### config.mk
export PLATFORM = sky130hd
export DESIGN_NAME = uart_rx_ctrl
export DESIGN_NICKNAME = d
export VERILOG_FILES = /design/src/rtl/uart_pkg.sv /design/src/rtl/uart_byte_fifo.sv /design/src/rtl/uart_rx_ctrl.sv
export SDC_FILE = /design/constraint.sdc
export NUM_CORES = 1
export LEC_CHECK = 0
export CORE_MARGIN = 1
export CORE_UTILIZATION = 55
export DETAILED_ROUTE_END_ITERATION = 12
export GPL_TIMING_DRIVEN = 0
export PLACE_DENSITY = 0.78
export RECOVER_POWER = 100
export REMOVE_ABC_BUFFERS = 1
export SYNTH_ARGS = -nofsm -noshare
export SYNTH_HDL_FRONTEND = slang
export SYNTH_SLANG_ARGS = --single-unit
export TNS_END_PERCENT = 5
### constraint.sdc
create_clock -name clk -period 3.36 [get_ports clk]
set_clock_uncertainty 0.15 [all_clocks]
set_input_delay 0.504 -clock clk [delete_from_list [all_inputs] [get_ports clk]]
set_output_delay 0.504 -clock clk [all_outputs]
set_load 0.005 [all_outputs]
### src/rtl/uart_pkg.sv
// Shared definitions for the UART receive path: FSM state encoding and
// oversampling constants. The PARITY state exists only when the build
// defines UART_RX_PARITY_EN.
package uart_pkg;

  localparam int OS_RATE    = 16;
  localparam int SAMPLE_MID = 8;
  localparam int DATA_BITS  = 8;

  typedef enum logic [2:0] {
    ST_IDLE   = 3'd0,
    ST_START  = 3'd1,
    ST_DATA   = 3'd2,
`ifdef UART_RX_PARITY_EN
    ST_PARITY = 3'd3,
`endif
    ST_STOP   = 3'd4
  } uart_state_e;

endpackage

### src/rtl/uart_byte_fifo.sv
// Received-byte buffer. Pointers carry one extra wrap bit so full and empty
// are distinguished without a separate count. A push while full is accepted
// only when a pop happens in the same cycle (the freed slot is reused).
module uart_byte_fifo
  import uart_pkg::*;
#(
  parameter int FIFO_DEPTH = 4
) (
  input  logic                 clk,
  input  logic                 rst,
  input  logic                 i_push,
  input  logic [DATA_BITS-1:0] i_wdata,
  input  logic                 i_pop,
  output logic [DATA_BITS-1:0] o_rdata,
  output logic                 o_full,
  output logic                 o_empty
);

  localparam int AW = $clog2(FIFO_DEPTH);

  logic [AW:0]          r_wr_ptr;
  logic [AW:0]          r_rd_ptr;
  logic [DATA_BITS-1:0] r_mem [FIFO_DEPTH];
  logic                 w_we;
  logic                 w_re;

  assign o_empty = (r_wr_ptr == r_rd_ptr);
  assign o_full  = (r_wr_ptr[AW] != r_rd_ptr[AW]) &&
                   (r_wr_ptr[AW-1:0] == r_rd_ptr[AW-1:0]);
  assign w_re    = i_pop & ~o_empty;
  assign w_we    = i_push & (~o_full | w_re);
  assign o_rdata = r_mem[r_rd_ptr[AW-1:0]];

  // Pointer advance on accepted push/pop
  always_ff @(posedge clk or posedge rst) begin
    if (rst) begin
      r_wr_ptr <= '0;
      r_rd_ptr <= '0;
    end else begin
      if (w_we) r_wr_ptr <= r_wr_ptr + 1'b1;
      if (w_re) r_rd_ptr <= r_rd_ptr + 1'b1;
    end
  end

  // Storage write; contents are don't-care until a pointer covers them
  always_ff @(posedge clk) begin
    if (w_we) r_mem[r_wr_ptr[AW-1:0]] <= i_wdata;
  end

endmodule

### src/rtl/uart_rx_ctrl.sv
// UART receiver: 2-flop input synchronizer, free-running 16x oversample tick,
// frame FSM (IDLE/START/DATA/[PARITY]/STOP) and a byte FIFO with a
// valid/ready consumer interface. Errors are reported as one-clock pulses.
// Optional even-parity bit enabled by defining UART_RX_PARITY_EN; without it
// DATA goes straight to STOP and parity_err is tied low.
module uart_rx_ctrl
  import uart_pkg::*;
#(
  parameter int CLK_DIV    = 27,
  parameter int FIFO_DEPTH = 4
) (
  input  logic       clk,
  input  logic       rst,
  input  logic       rx_in,
  output logic [7:0] m_data,
  output logic       m_valid,
  input  logic       m_ready,
  output logic       rx_busy,
  output logic       frame_err,
  output logic       overrun_err,
  output logic       parity_err
);

  localparam int DIV_W = (CLK_DIV > 1) ? $clog2(CLK_DIV) : 1;

  logic                 r_sync1;
  logic                 r_sync2;
  logic                 w_rx;
  logic [DIV_W-1:0]     r_div;
  logic                 w_tick;
  uart_state_e          r_state;
  uart_state_e          w_state_nxt;
  logic [3:0]           r_os;
  logic [2:0]           r_bit;
  logic [DATA_BITS-1:0] r_shift;
  logic                 w_os_mid;
  logic                 w_os_last;
  logic                 w_par_ok;
  logic                 w_stop_smp;
  logic                 w_push;
  logic                 w_frame_c;
  logic                 w_pop;
  logic                 w_full;
  logic                 w_empty;
  logic                 r_frame_err;
  logic                 r_overrun_err;

  assign w_rx      = r_sync2;
  assign w_tick    = (r_div == DIV_W'(CLK_DIV - 1));
  assign w_os_mid  = (r_os == 4'(SAMPLE_MID - 1));
  assign w_os_last = (r_os == 4'(OS_RATE - 1));

  // Two-flop synchronizer for the asynchronous line, idles high
  always_ff @(posedge clk or posedge rst) begin
    if (rst) begin
      r_sync1 <= 1'b1;
      r_sync2 <= 1'b1;
    end else begin
      r_sync1 <= rx_in;
      r_sync2 <= r_sync1;
    end
  end

  // Free-running oversample tick divider
  always_ff @(posedge clk or posedge rst) begin
    if (rst) r_div <= '0;
    else     r_div <= w_tick ? '0 : r_div + 1'b1;
  end

  // FSM state register
  always_ff @(posedge clk or posedge rst) begin
    if (rst) r_state <= ST_IDLE;
    else     r_state <= w_state_nxt;
  end

  // FSM next-state logic; every transition waits for an oversample tick
  always_comb begin
    w_state_nxt = r_state;
    if (w_tick) begin
      case (r_state)
        ST_IDLE:   if (!w_rx) w_state_nxt = ST_START;
        ST_START:  if (w_os_mid) w_state_nxt = w_rx ? ST_IDLE : ST_DATA;
        ST_DATA:   if (w_os_last && (r_bit == 3'(DATA_BITS - 1)))
`ifdef UART_RX_PARITY_EN
                     w_state_nxt = ST_PARITY;
        ST_PARITY: if (w_os_last) w_state_nxt = ST_STOP;
`else
                     w_state_nxt = ST_STOP;
`endif
        ST_STOP:   if (w_os_last) w_state_nxt = ST_IDLE;
        default:   w_state_nxt = ST_IDLE;
      endcase
    end
  end

  // FSM outputs: busy flag and the stop-bit verdict (push or framing error)
  always_comb begin
    rx_busy    = (r_state != ST_IDLE);
    w_stop_smp = w_tick && (r_state == ST_STOP) && w_os_last;
    w_push     = w_stop_smp && w_rx && w_par_ok;
    w_frame_c  = w_stop_smp && !w_rx;
  end

  // Oversample/bit counters and LSB-first shift register, advanced on ticks
  always_ff @(posedge clk or posedge rst) begin
    if (rst) begin
      r_os    <= '0;
      r_bit   <= '0;
      r_shift <= '0;
    end else if (w_tick) begin
      case (r_state)
        ST_IDLE: begin
          r_os  <= '0;
          r_bit <= '0;
        end
        ST_START: r_os <= w_os_mid ? '0 : r_os + 4'd1;
        ST_DATA: begin
          if (w_os_last) begin
            r_os    <= '0;
            r_bit   <= r_bit + 3'd1;
            r_shift <= {w_rx, r_shift[DATA_BITS-1:1]};
          end else begin
            r_os <= r_os + 4'd1;
          end
        end
        default: r_os <= w_os_last ? '0 : r_os + 4'd1;
      endcase
    end
  end

`ifdef UART_RX_PARITY_EN
  logic r_par_bad;
  logic w_par_c;
  logic r_parity_err;

  // Even-parity verdict captured mid parity bit, held until the stop bit
  always_ff @(posedge clk or posedge rst) begin
    if (rst) begin
      r_par_bad <= 1'b0;
    end else if (w_tick) begin
      if (r_state == ST_IDLE)
        r_par_bad <= 1'b0;
      else if ((r_state == ST_PARITY) && w_os_last)
        r_par_bad <= ^{w_rx, r_shift};
    end
  end

  assign w_par_ok = !r_par_bad;
  assign w_par_c  = w_stop_smp && r_par_bad;

  // Parity error pulse, reported together with the stop-bit sample
  always_ff @(posedge clk or posedge rst) begin
    if (rst) r_parity_err <= 1'b0;
    else     r_parity_err <= w_par_c;
  end

  assign parity_err = r_parity_err;
`else
  assign w_par_ok   = 1'b1;
  assign parity_err = 1'b0;
`endif

  assign w_pop   = m_valid & m_ready;
  assign m_valid = ~w_empty;

  uart_byte_fifo #(
    .FIFO_DEPTH (FIFO_DEPTH)
  ) u_fifo (
    .clk     (clk),
    .rst     (rst),
    .i_push  (w_push),
    .i_wdata (r_shift),
    .i_pop   (w_pop),
    .o_rdata (m_data),
    .o_full  (w_full),
    .o_empty (w_empty)
  );

  // Registered one-clock error pulses
  always_ff @(posedge clk or posedge rst) begin
    if (rst) begin
      r_frame_err   <= 1'b0;
      r_overrun_err <= 1'b0;
    end else begin
      r_frame_err   <= w_frame_c;
      r_overrun_err <= w_push && w_full && !w_pop;
    end
  end

  assign frame_err   = r_frame_err;
  assign overrun_err = r_overrun_err;

endmodule

==> run summary, run 1 <==
number of DRC violations after detailed-routing iteration 0: 249
Fin Setup TNS: 0 ns
sw frac: 0.2348
number of buffers added for setup after CTS: 0
crit path kind: register to output pin
max_cap viols: 0
htree depth: 3
post-CTS sizing: 0
initial antenna violation count: 0
gr ovfl total: 0
Pins Over Slew Limit: 0
Synth Flop Type: edfxtp_1
total CTS buffers: 9
Lkg Pwr: 0.001331 µW
Slew @ Worst Pin: 1.312 ns
Yosys reg bits: 65
clock sinks: 65
Die X: 74.01 µm
Worst path slowest cell: dfrtp_1
Yosys cell types: 43
share of cells above drive strength 1: 0.1689
Crit. End Element: output pin
top cells by area in the synthesized netlist: edfxtp_1 (34%), dfrtp_1 (27%), mux4_2 (6.3%), ha_1 (4.4%), mux2_2 (3.6%)
DRC: 0
GRT Max-Usage Layer: met2
total wire length: 4680 µm
CTS root buf: clkbuf_8
switching power: 445.7 µW
clock tree buffer depth: 2
Initial Utilization: 0.5881
met1 Track Usage GR: 0.2667
maximum vdd drop: 0.4324 mV
startpoint types: register
RSZ-0062 raised after global routing: no
yosys warns: 0
Post-CTS Hold Buffers: 0
asr flop ratio synth: 0.5077
Core Region: 0.004848 mm²
status: finished clean
gpl congestion: 0.8329
Antenna Cells: 0
post-synth top area cell: edfxtp_1
setup ws final: 0.4296 ns
Via-to-Cell Ratio: 5.685
DRT Pass-1 Iters: 4
Synth top area share: 0.3370
Mapped Cells: 194
Worst Setup Slack post-DPL: 0.7862 ns
P per Cell Area: 593.6 mW/mm²
post-DR wirelength/cell: 16.36 µm
Critical Path AT: 2.28 ns
register area share after synthesis: 0.6275
# port buffers: 15
post-route antenna net violation count: 0
final critical-path share of the clock period: 0.8721
first-pass GRT wire length: 7824 µm
Comb power frac: 0.150
Hold Vio Cnt, Final: 0
Final Critical Period: 2.930 ns
placed wire-length estimate: 3185 µm
EDFF count, synth: 32
I/O Pins: 17
sequential share of power: 0.485
fin nets: 228
gr usage total: 0.2054
clock power share: 0.365
Pint: 1453 µW
Die H: 74.01 µm
met3 GRT Util: 0.05691
syn avg cell area: 14.70 µm²
Clk pin slew, worst setup/hold paths: 0.07 ns
f_max: 341.3 MHz
post-synthesis cell area: 0.002851 mm²
Worst Path Max Fanout: 11
Rows: 25
TritonCTS clock tree: yes
Skew-Pair Late Insertion Delay: 0.34 ns
routed via count: 1626
synth-to-layout area growth: 12.15%
Max-Slew Margin vs Limit: 0.1252
reg2reg path depth: 6
hold depth: 0
die area: 0.005477 mm²
Min-Delay Path Class: register to register
met2 usage: 0.3182
vias in the first global route: 1598
Critical Path Max Stage Delay: 0.75 ns
Overall Power: 1898 µW
Final setup viols: 0
Required @ worst endpoint: 2.71 ns
largest net degree at the start of global routing: 34
worst-path cell chain: mux4_2, dlygate4sd3_1
## worst max-delay path: cells and delay by family, from the launching register on
kind	cells	cell delay [ns]
buffers and inverters	1	0.59
DFF	1	0.75
muxes	1	0.59
## metal layers
| layer | wire length, µm | share of wire |
|---|---|---|
| met1 | 2027 | 0.43 |
| met2 | 2351 | 0.50 |
| met3 | 193 | 0.041 |
| met4 | 108 | 0.023 |
| met5 | 0 | 0 |
## sequential cells by signal, indices dropped and copies added, names as in the netlist, 3 cells and up
register and count:
r_shift 8, u_fifo.r_wr_ptr 3, r_div 5, r_bit 3, r_state 3, u_fifo.r_mem 32
u_fifo.r_rd_ptr 3, r_os 4
## layout make-up
class                      instances  area [µm²]
multi-input combinational        114       937.1
inverter                           8       30.03
clock buffer                      12       135.1
sequential                        65        1789
timing repair buffer              16       153.9
tap                               67       83.83
clock inverter                     4       68.82
fill                             343        1650
## path summary, 6_finish.rpt
check                                   start                  to  slack [ns]
setup reg to reg                     r_div[0]  u_fifo.r_mem[2][5]        0.47
min in group asynchronous                 rst          r_shift[5]        0.37
setup / recovery           u_fifo.r_rd_ptr[0]           m_data[6]        0.43
hold reg to reg                       r_sync1             r_sync2        0.21
max in group asynchronous                 rst  u_fifo.r_rd_ptr[1]        1.20
hold / removal                        r_sync1             r_sync2        0.21
## cell families after synthesis
family          share of synthesized area
other cells                      0.001315
buf+inv                           0.03203
compound gates                    0.06801
xor+xnor                          0.02457
flops                              0.6275
fa+ha+maj                         0.04388
simple gates                      0.09522
mux                                0.1075
## synth_stat cells (3+ instances only)
library cell / instances
ha_1: 10
buf_6: 3
xnor2_1: 4
xor2_1: 4
nand3_1: 5
nor2_1: 11
mux2_2: 9
inv_1: 8
dfrtp_1: 31
buf_4: 3
nand2_1: 14
o21ai_0: 13
and2_1: 3
mux4_2: 8
edfxtp_1: 32
a22o_1: 6
## power groups by stage
stage	logic [µW]	clock network (µW)	registers, µW
6_report	284	693	921
3_5_place_dp	323	0	941
2_1_floorplan	188	0	919
5_1_grt	312	740	931
4_1_cts	325	703	925
3_3_place_gp	307	0	939
## per-stage QoR
step / hold WS, ns / cells / area [µm²] / utilization
2_1_floorplan: 0.1952 / 187 / 2790 / -
4_1_cts: 0.2067 / 285 / 3228 / 0.6658
3_5_place_dp: 0.1970 / 269 / 3024 / 0.6237
6_report: 0.2084 / 286 / 3198 / 0.6596
5_1_grt: 0.2118 / 286 / 3198 / 0.6596
3_3_place_gp: 0.1963 / 269 / 3024 / 0.6237
## placed cells by master, fill, tap and decap left out, drive strengths merged, types with 4 or more instances in the layout
cell and count:
nand3 5, ha 10, inv 7, dlygate4sd3 13
o21ai 13, nand2 14, mux2 10, xor2 4
edfxtp 32, dfrtp 31, a22o 6, clkbuf 13
nor2 13, mux4 8, xnor2 4
(Power assumes the default switching activity.)
==> run 2: changes to the inputs <==
--- a/config.mk
+++ b/config.mk
@@ -5,11 +5,13 @@
 export SDC_FILE = /design/constraint.sdc
 export NUM_CORES = 1
 export LEC_CHECK = 0
+export CELL_PAD_IN_SITES_DETAIL_PLACEMENT = 1
+export CELL_PAD_IN_SITES_GLOBAL_PLACEMENT = 1
 export CORE_MARGIN = 1
-export CORE_UTILIZATION = 55
+export CORE_UTILIZATION = 53
 export DETAILED_ROUTE_END_ITERATION = 12
 export GPL_TIMING_DRIVEN = 0
-export PLACE_DENSITY = 0.78
+export PLACE_DENSITY = 0.87
 export RECOVER_POWER = 100
 export REMOVE_ABC_BUFFERS = 1
 export SYNTH_ARGS = -nofsm -noshare
==> run summary, run 2 (synthesis gave the netlist of run 1 again) <==
status: finished clean
final critical-path share of the clock period: 0.8807 (+0.008596)
TritonCTS clock tree: yes
P per Cell Area: 576.5 mW/mm² (-2.9%)
Rows: 26 (+4.0%)
DRT Pass-1 Iters: 4 (unchanged)
dpl cell area: 0.003028 mm² (+0.12%)
DRC: 0 (unchanged)
Crit. End Element: output pin
post-route antenna net violation count: 0 (unchanged)
Max-Slew Margin vs Limit: 0.06813 (-0.05709)
clock tree buffer depth: 2 (unchanged)
number of DRC violations after detailed-routing iteration 0: 89 (-64%)
fin nets: 228 (unchanged)
Final Critical Period: 2.959 ns (+0.02888 ns)
Hold Vio Cnt, Final: 0 (unchanged)
largest net degree at the start of global routing: 34 (unchanged)
gr usage total: 0.2160 (+0.01055)
Clk pin slew, worst setup/hold paths: 0.07 ns (about the same)
vias in the first global route: 1744 (+9.1%)
Fin Setup TNS: 0 ns (unchanged)
first-pass GRT wire length: 8597 µm (+9.9%)
placed wire-length estimate: 3658 µm (+15%)
Pins Over Slew Limit: 0 (unchanged)
gpl congestion: 0.8247 (-0.98%)
Antenna Cells: 0 (unchanged)
clock sinks: 65 (unchanged)
most frequent cells in the layout: edfxtp_1 (32), dfrtp_1 (31), nand2_1 (14)
Die H: 75.35 µm (+1.8%)
die area: 0.005678 mm² (+3.7%)
Final setup viols: 0 (unchanged)
Lkg Pwr: 0.001326 µW (-0.32%)
RSZ-0062 raised after global routing: no
post-CTS sizing: 0 (unchanged)
htree depth: 3 (unchanged)
Min-Delay Path Class: register to register
Die X: 75.35 µm (+1.8%)
max_cap viols: 0 (unchanged)
f_max: 337.9 MHz (-0.98%)
Critical Path AT: 2.31 ns (+0.03 ns)
total wire length: 5221 µm (+12%)
Slew @ Worst Pin: 1.398 ns (+0.08564 ns)
post-DR wirelength/cell: 18.07 µm (+10%)
number of buffers added for setup after CTS: 0 (unchanged)
routed via count: 1622 (-0.25%)
Initial Utilization: 0.5548 (-0.03336)
maximum vdd drop: 0.2831 mV (-35%)
final instance area: 0.003187 mm² (-0.35%)
# port buffers: 15 (unchanged)
Via-to-Cell Ratio: 5.612 (-1.3%)
I/O Pins: 17 (unchanged)
Skew-Pair Late Insertion Delay: 0.33 ns (about the same)
synth-to-layout area growth: 11.76%
share of cells above drive strength 1: 0.1735 (+0.004566)
total CTS buffers: 9 (unchanged)
CTS root buf: clkbuf_8
Required @ worst endpoint: 2.71 ns (about the same)
Worst Path Max Fanout: 11 (unchanged)
max FFs per register: 32 (unchanged)
gr ovfl total: 0 (unchanged)
startpoint types: register
crit path kind: register to output pin
WHS: 0.2066 ns (-0.001771 ns)
Post-CTS Hold Buffers: 0 (unchanged)
initial antenna violation count: 0 (unchanged)
most common cell after layout, fill and taps aside: edfxtp_1
Core Region: 0.005140 mm² (+6.0%)
run 2: cell count changes in the layout (fill, tap and decap cells not counted):
cell,delta
clkinv_2,+1
bufinv_16,-1
clkbuf_1,-1
clkbuf_8,+1
run 2: cell type report:
type,count,area [µm²]
clock buffers,12,145.1
clock inverters,4,43.79
fillers,515,1953
inverters,8,30.03
multi-input cells,114,937.1
flip-flops and latches,65,1789
well taps,70,87.58
repair buffers,16,153.9
run 2: path summary, 6_finish.rpt:
kind | slack [ns] | startpoint | to | cells past startpoint
worst max register to register | 0.44 | r_div[0] | u_fifo.r_mem[0][1] | 6
worst min-delay path | 0.21 | r_sync1 | r_sync2 | 0
min in group asynchronous | 0.36 | rst | u_fifo.r_rd_ptr[2] | 2
worst min register to register | 0.21 | r_sync1 | r_sync2 | 0
max in group asynchronous | 1.14 | rst | u_fifo.r_wr_ptr[0] | 3
worst max-delay path | 0.40 | u_fifo.r_rd_ptr[0] | m_data[1] | 2
run 2: worst max-delay path, stage by stage, from the launching register on:
cell and delay, ns:
dfrtp_1 0.77, mux4_2 0.59, dlygate4sd3_1 0.61
run 2: report_power, final:
part / total [µW] / leakage, µW / internal (µW) / switching (µW)
clock network: 626 / 0.0000978 / 358 / 267
logic: 287 / 0.000469 / 187 / 99.9
registers: 925 / 0.000760 / 851 / 74.1
run 2: per-stage QoR:
step	instances	worst slack, ns	utilization	total power [µW]
after floorplan	187	1.233	-	1106
final	289	0.4007	0.6200	1837
after global placement	272	0.8541	0.5891	1246
after CTS	288	0.4878	0.6259	1898
after detailed placement	272	0.7762	0.5891	1272
after global routing	289	0.1777	0.6200	1922
run 2: layer usage:
| metal | wire length, µm | GRT usage | vias up |
|---|---|---|---|
| li1 | - | - | 750 |
| met1 | 2226 | 0.2529 | 835 |
| met2 | 2770 | 0.3829 | 25 |
| met3 | 117 | 0.03836 | 12 |
| met4 | 107 | 0.1091 | 0 |
| met5 | 0 | 0 | - |
==> run 3: changes to the inputs <==
--- a/config.mk
+++ b/config.mk
@@ -8,7 +8,7 @@
 export CELL_PAD_IN_SITES_DETAIL_PLACEMENT = 1
 export CELL_PAD_IN_SITES_GLOBAL_PLACEMENT = 1
 export CORE_MARGIN = 1
-export CORE_UTILIZATION = 53
+export CORE_UTILIZATION = 54
 export DETAILED_ROUTE_END_ITERATION = 12
 export GPL_TIMING_DRIVEN = 0
 export PLACE_DENSITY = 0.87
@@ -16,5 +16,6 @@
 export REMOVE_ABC_BUFFERS = 1
 export SYNTH_ARGS = -nofsm -noshare
 export SYNTH_HDL_FRONTEND = slang
+export SYNTH_HIERARCHICAL = 1
 export SYNTH_SLANG_ARGS = --single-unit
 export TNS_END_PERCENT = 5
==> run summary, run 3 <==
routed via count: 1656 (+2.1%)
most common cell in the netlist: edfxtp_1
dpl cell area: 0.003120 mm² (+3.1%)
final critical-path share of the clock period: 0.9144 (+0.03367)
Die H: 75.59 µm (+0.31%)
number of buffers added for setup after CTS: 0 (unchanged)
Compound-Gate Fraction of Synth Area: 0.05434 (-0.01367)
htree depth: 3 (unchanged)
Min-Delay Path Class: register to register
simple-gate portion of the synthesized area: 0.09200 (-0.003219)
most common cell after layout, fill and taps aside: edfxtp_1
maximum vdd drop: 0.2770 mV (-2.2%)
post-CTS sizing: 0 (unchanged)
fin nets: 224 (-1.8%)
post-route antenna net violation count: 0 (unchanged)
Synth top area share: 0.3286 (-0.008363)
crit path kind: register to output pin
Critical Path Max Stage Delay: 0.79 ns (+0.02 ns)
DRC: 0 (unchanged)
P per Cell Area: 441.3 mW/mm² (-23%)
Mapped Cells: 188 (-3.1%)
worst-path cell chain: mux4_1, dlygate4sd3_1
Synth Flop Type: edfxtp_1
most frequent cells in the layout: edfxtp_1 (32), dfrtp_1 (31), dlygate4sd3_1 (14)
Final Critical Period: 3.072 ns (+0.1131 ns)
gr ovfl total: 0 (unchanged)
top cells by area in the synthesized netlist: edfxtp_1 (33%), dfrtp_1 (27%), mux4_1 (7.2%), ha_1 (4.3%), mux2_2 (4.2%)
largest net degree at the start of global routing: 28 (-18%)
asr flop ratio synth: 0.5077 (unchanged)
final instance area: 0.003254 mm² (+2.1%)
gr usage total: 0.2540 (+0.03808)
sequential share of power: 0.581 (+0.078)
post-synth top area cell: edfxtp_1
register area share after synthesis: 0.6119 (-0.01557)
Initial Utilization: 0.5653 (+0.01054)
Worst path slowest cell: dfrtp_1
Pins Over Slew Limit: 0 (unchanged)
Die X: 75.59 µm (+0.31%)
Crit. End Element: output pin
Fin Setup TNS: 0 ns (unchanged)
Yosys reg bits: 65 (unchanged)
Synth top cells by count: edfxtp_1 (32), dfrtp_1 (31), mux2_2 (11), ha_1 (10), inv_1 (10)
syn avg cell area: 15.55 µm² (+5.8%)
initial antenna violation count: 0 (unchanged)
RSZ-0062 raised after global routing: no
Adder-Cell Fraction of Synth Area: 0.04279 (-0.001089)
startpoint types: register
status: finished clean
switching power: 329.0 µW (-25%)
Hold Startpoint: r_sync1
CTS root buf: clkbuf_8
yosys warns: 6 (+6)
Max-Slew Margin vs Limit: 0.2853 (+0.2172)
Pint: 1107 µW (-21%)
TritonCTS clock tree: yes
Rows: 26 (unchanged)
Skew-Pair Late Insertion Delay: 0.34 ns (about the same)
Lkg Pwr: 0.001462 µW (+10%)
Slew @ Worst Pin: 1.071 ns (-0.3270 ns)
clock tree buffer depth: 2 (unchanged)
Antenna Cells: 0 (unchanged)
Yosys cell types: 44 (+2.3%)
clock sinks: 65 (unchanged)
total CTS buffers: 9 (unchanged)
Overall Power: 1436 µW (-22%)
Worst Path Max Fanout: 11 (unchanged)
clock power share: 0.407 (+0.066)
max FFs per register: 32 (unchanged)
I/O Pins: 17 (unchanged)
sw frac: 0.2291 (-0.01110)
worst r2r src: u_fifo/r_rd_ptr[0]
post-DR wirelength/cell: 21.81 µm (+21%)
first-pass GRT wire length: 9818 µm (+14%)
synth-to-layout area growth: 11.30%
post-synthesis cell area: 0.002924 mm² (+2.5%)
Core Region: 0.005172 mm² (+0.63%)
mux contribution to synthesized area: 0.1249 (+0.01744)
# port buffers: 15 (unchanged)
Crit. Startpoint: u_fifo/r_rd_ptr[0]
gpl congestion: 0.8470 (+2.7%)
Required @ worst endpoint: 2.71 ns (about the same)
Comb power frac: 0.012 (-0.144)
placed wire-length estimate: 4255 µm (+16%)
vias in the first global route: 1830 (+4.9%)
Post-CTS Hold Buffers: 0 (unchanged)
DRT Pass-1 Iters: 4 (unchanged)
Final setup viols: 0 (unchanged)
xor-xnor portion of the synthesized cell area: 0.04579 (+0.02121)
Via-to-Cell Ratio: 5.811 (+3.5%)
die area: 0.005713 mm² (+0.62%)
largest family of logic cells by synthesized area: multiplexers
Clk pin slew, worst setup/hold paths: 0.08 ns (about the same)
Critical Path AT: 2.42 ns (+0.11 ns)
max_cap viols: 0 (unchanged)
total wire length: 6215 µm (+19%)
Hold Vio Cnt, Final: 0 (unchanged)
f_max: 325.5 MHz (-3.7%)
number of DRC violations after detailed-routing iteration 0: 129 (+45%)
EDFF count, synth: 32 (unchanged)
share of cells above drive strength 1: 0.1581 (-0.01538)
## run 3: changes by cell type after synthesis, sizes merged, moves of 3 or more
cell / before / now
nor3: 2 / 5
nor2: 13 / 7
o21ai: 13 / 6
and3: 2 / 5
xnor2: 4 / 7
nand2: 14 / 10
## run 3: critical path: cells and delay by family (launching register included)
kind | cells | cell delay [ns]
multiplexers | 1 | 0.67
buffers and inverters | 1 | 0.60
flip-flops | 1 | 0.79
## run 3: final cells by class
cell class	instances	area [µm²]
repair buffers	15	150.1
flip-flops and latches	65	1789
fillers	481	1918
inverters	10	37.54
clock inverters	6	43.79
well taps	70	87.58
clock buffers	10	127.6
multi-input cells	109	1018
## run 3: routing by layer
metal,part of all wire,vias up,GRT usage
met3,0.038,15,0.04894
li1,-,749,-
met2,0.53,44,0.4484
met5,0,-,0
met4,0.029,0,0.1481
met1,0.40,848,0.2882
## run 3: kinds of logic after synthesis
| logic type | after synthesis |
|---|---|
| compound gates | 20 |
| xor+xnor | 11 |
| fa+ha+maj | 10 |
| buf+inv | 14 |
| flops | 65 |
| mux | 22 |
| other cells | 1 |
| simple gates | 45 |
## run 3: worst paths after layout
check,end,slack (ns),depth (start not counted)
min,r_sync2,0.21,0
max in group asynchronous,r_state[0],1.63,2
max,m_data[7],0.29,2
min reg2reg,r_sync2,0.21,0
min in group asynchronous,u_fifo/r_rd_ptr[0],0.44,2
max reg2reg,u_fifo/r_mem[1][1],0.44,5
## run 3: through the flow
stage               hold WS (ns)    util  worst slack [ns]  instances
floorplan                 0.1450       -            0.9078        184
global placement          0.1974  0.6033            0.6265        269
detailed placement        0.2069  0.6033            0.4415        269
CTS                       0.2193  0.6364            0.3788        285
global route              0.2216  0.6292            0.1833        285
finish                    0.2148  0.6292            0.2876        285
## run 3: power by group through the flow
| stage | registers [µW] | logic, µW | clock network [µW] |
|---|---|---|---|
| after floorplan | 850 | 10.0 | 0 |
| after CTS | 834 | 18.9 | 595 |
| after global placement | 850 | 17.3 | 0 |
| after global routing | 834 | 19.4 | 628 |
| after detailed placement | 851 | 18.4 | 0 |
| final | 834 | 17.2 | 585 |
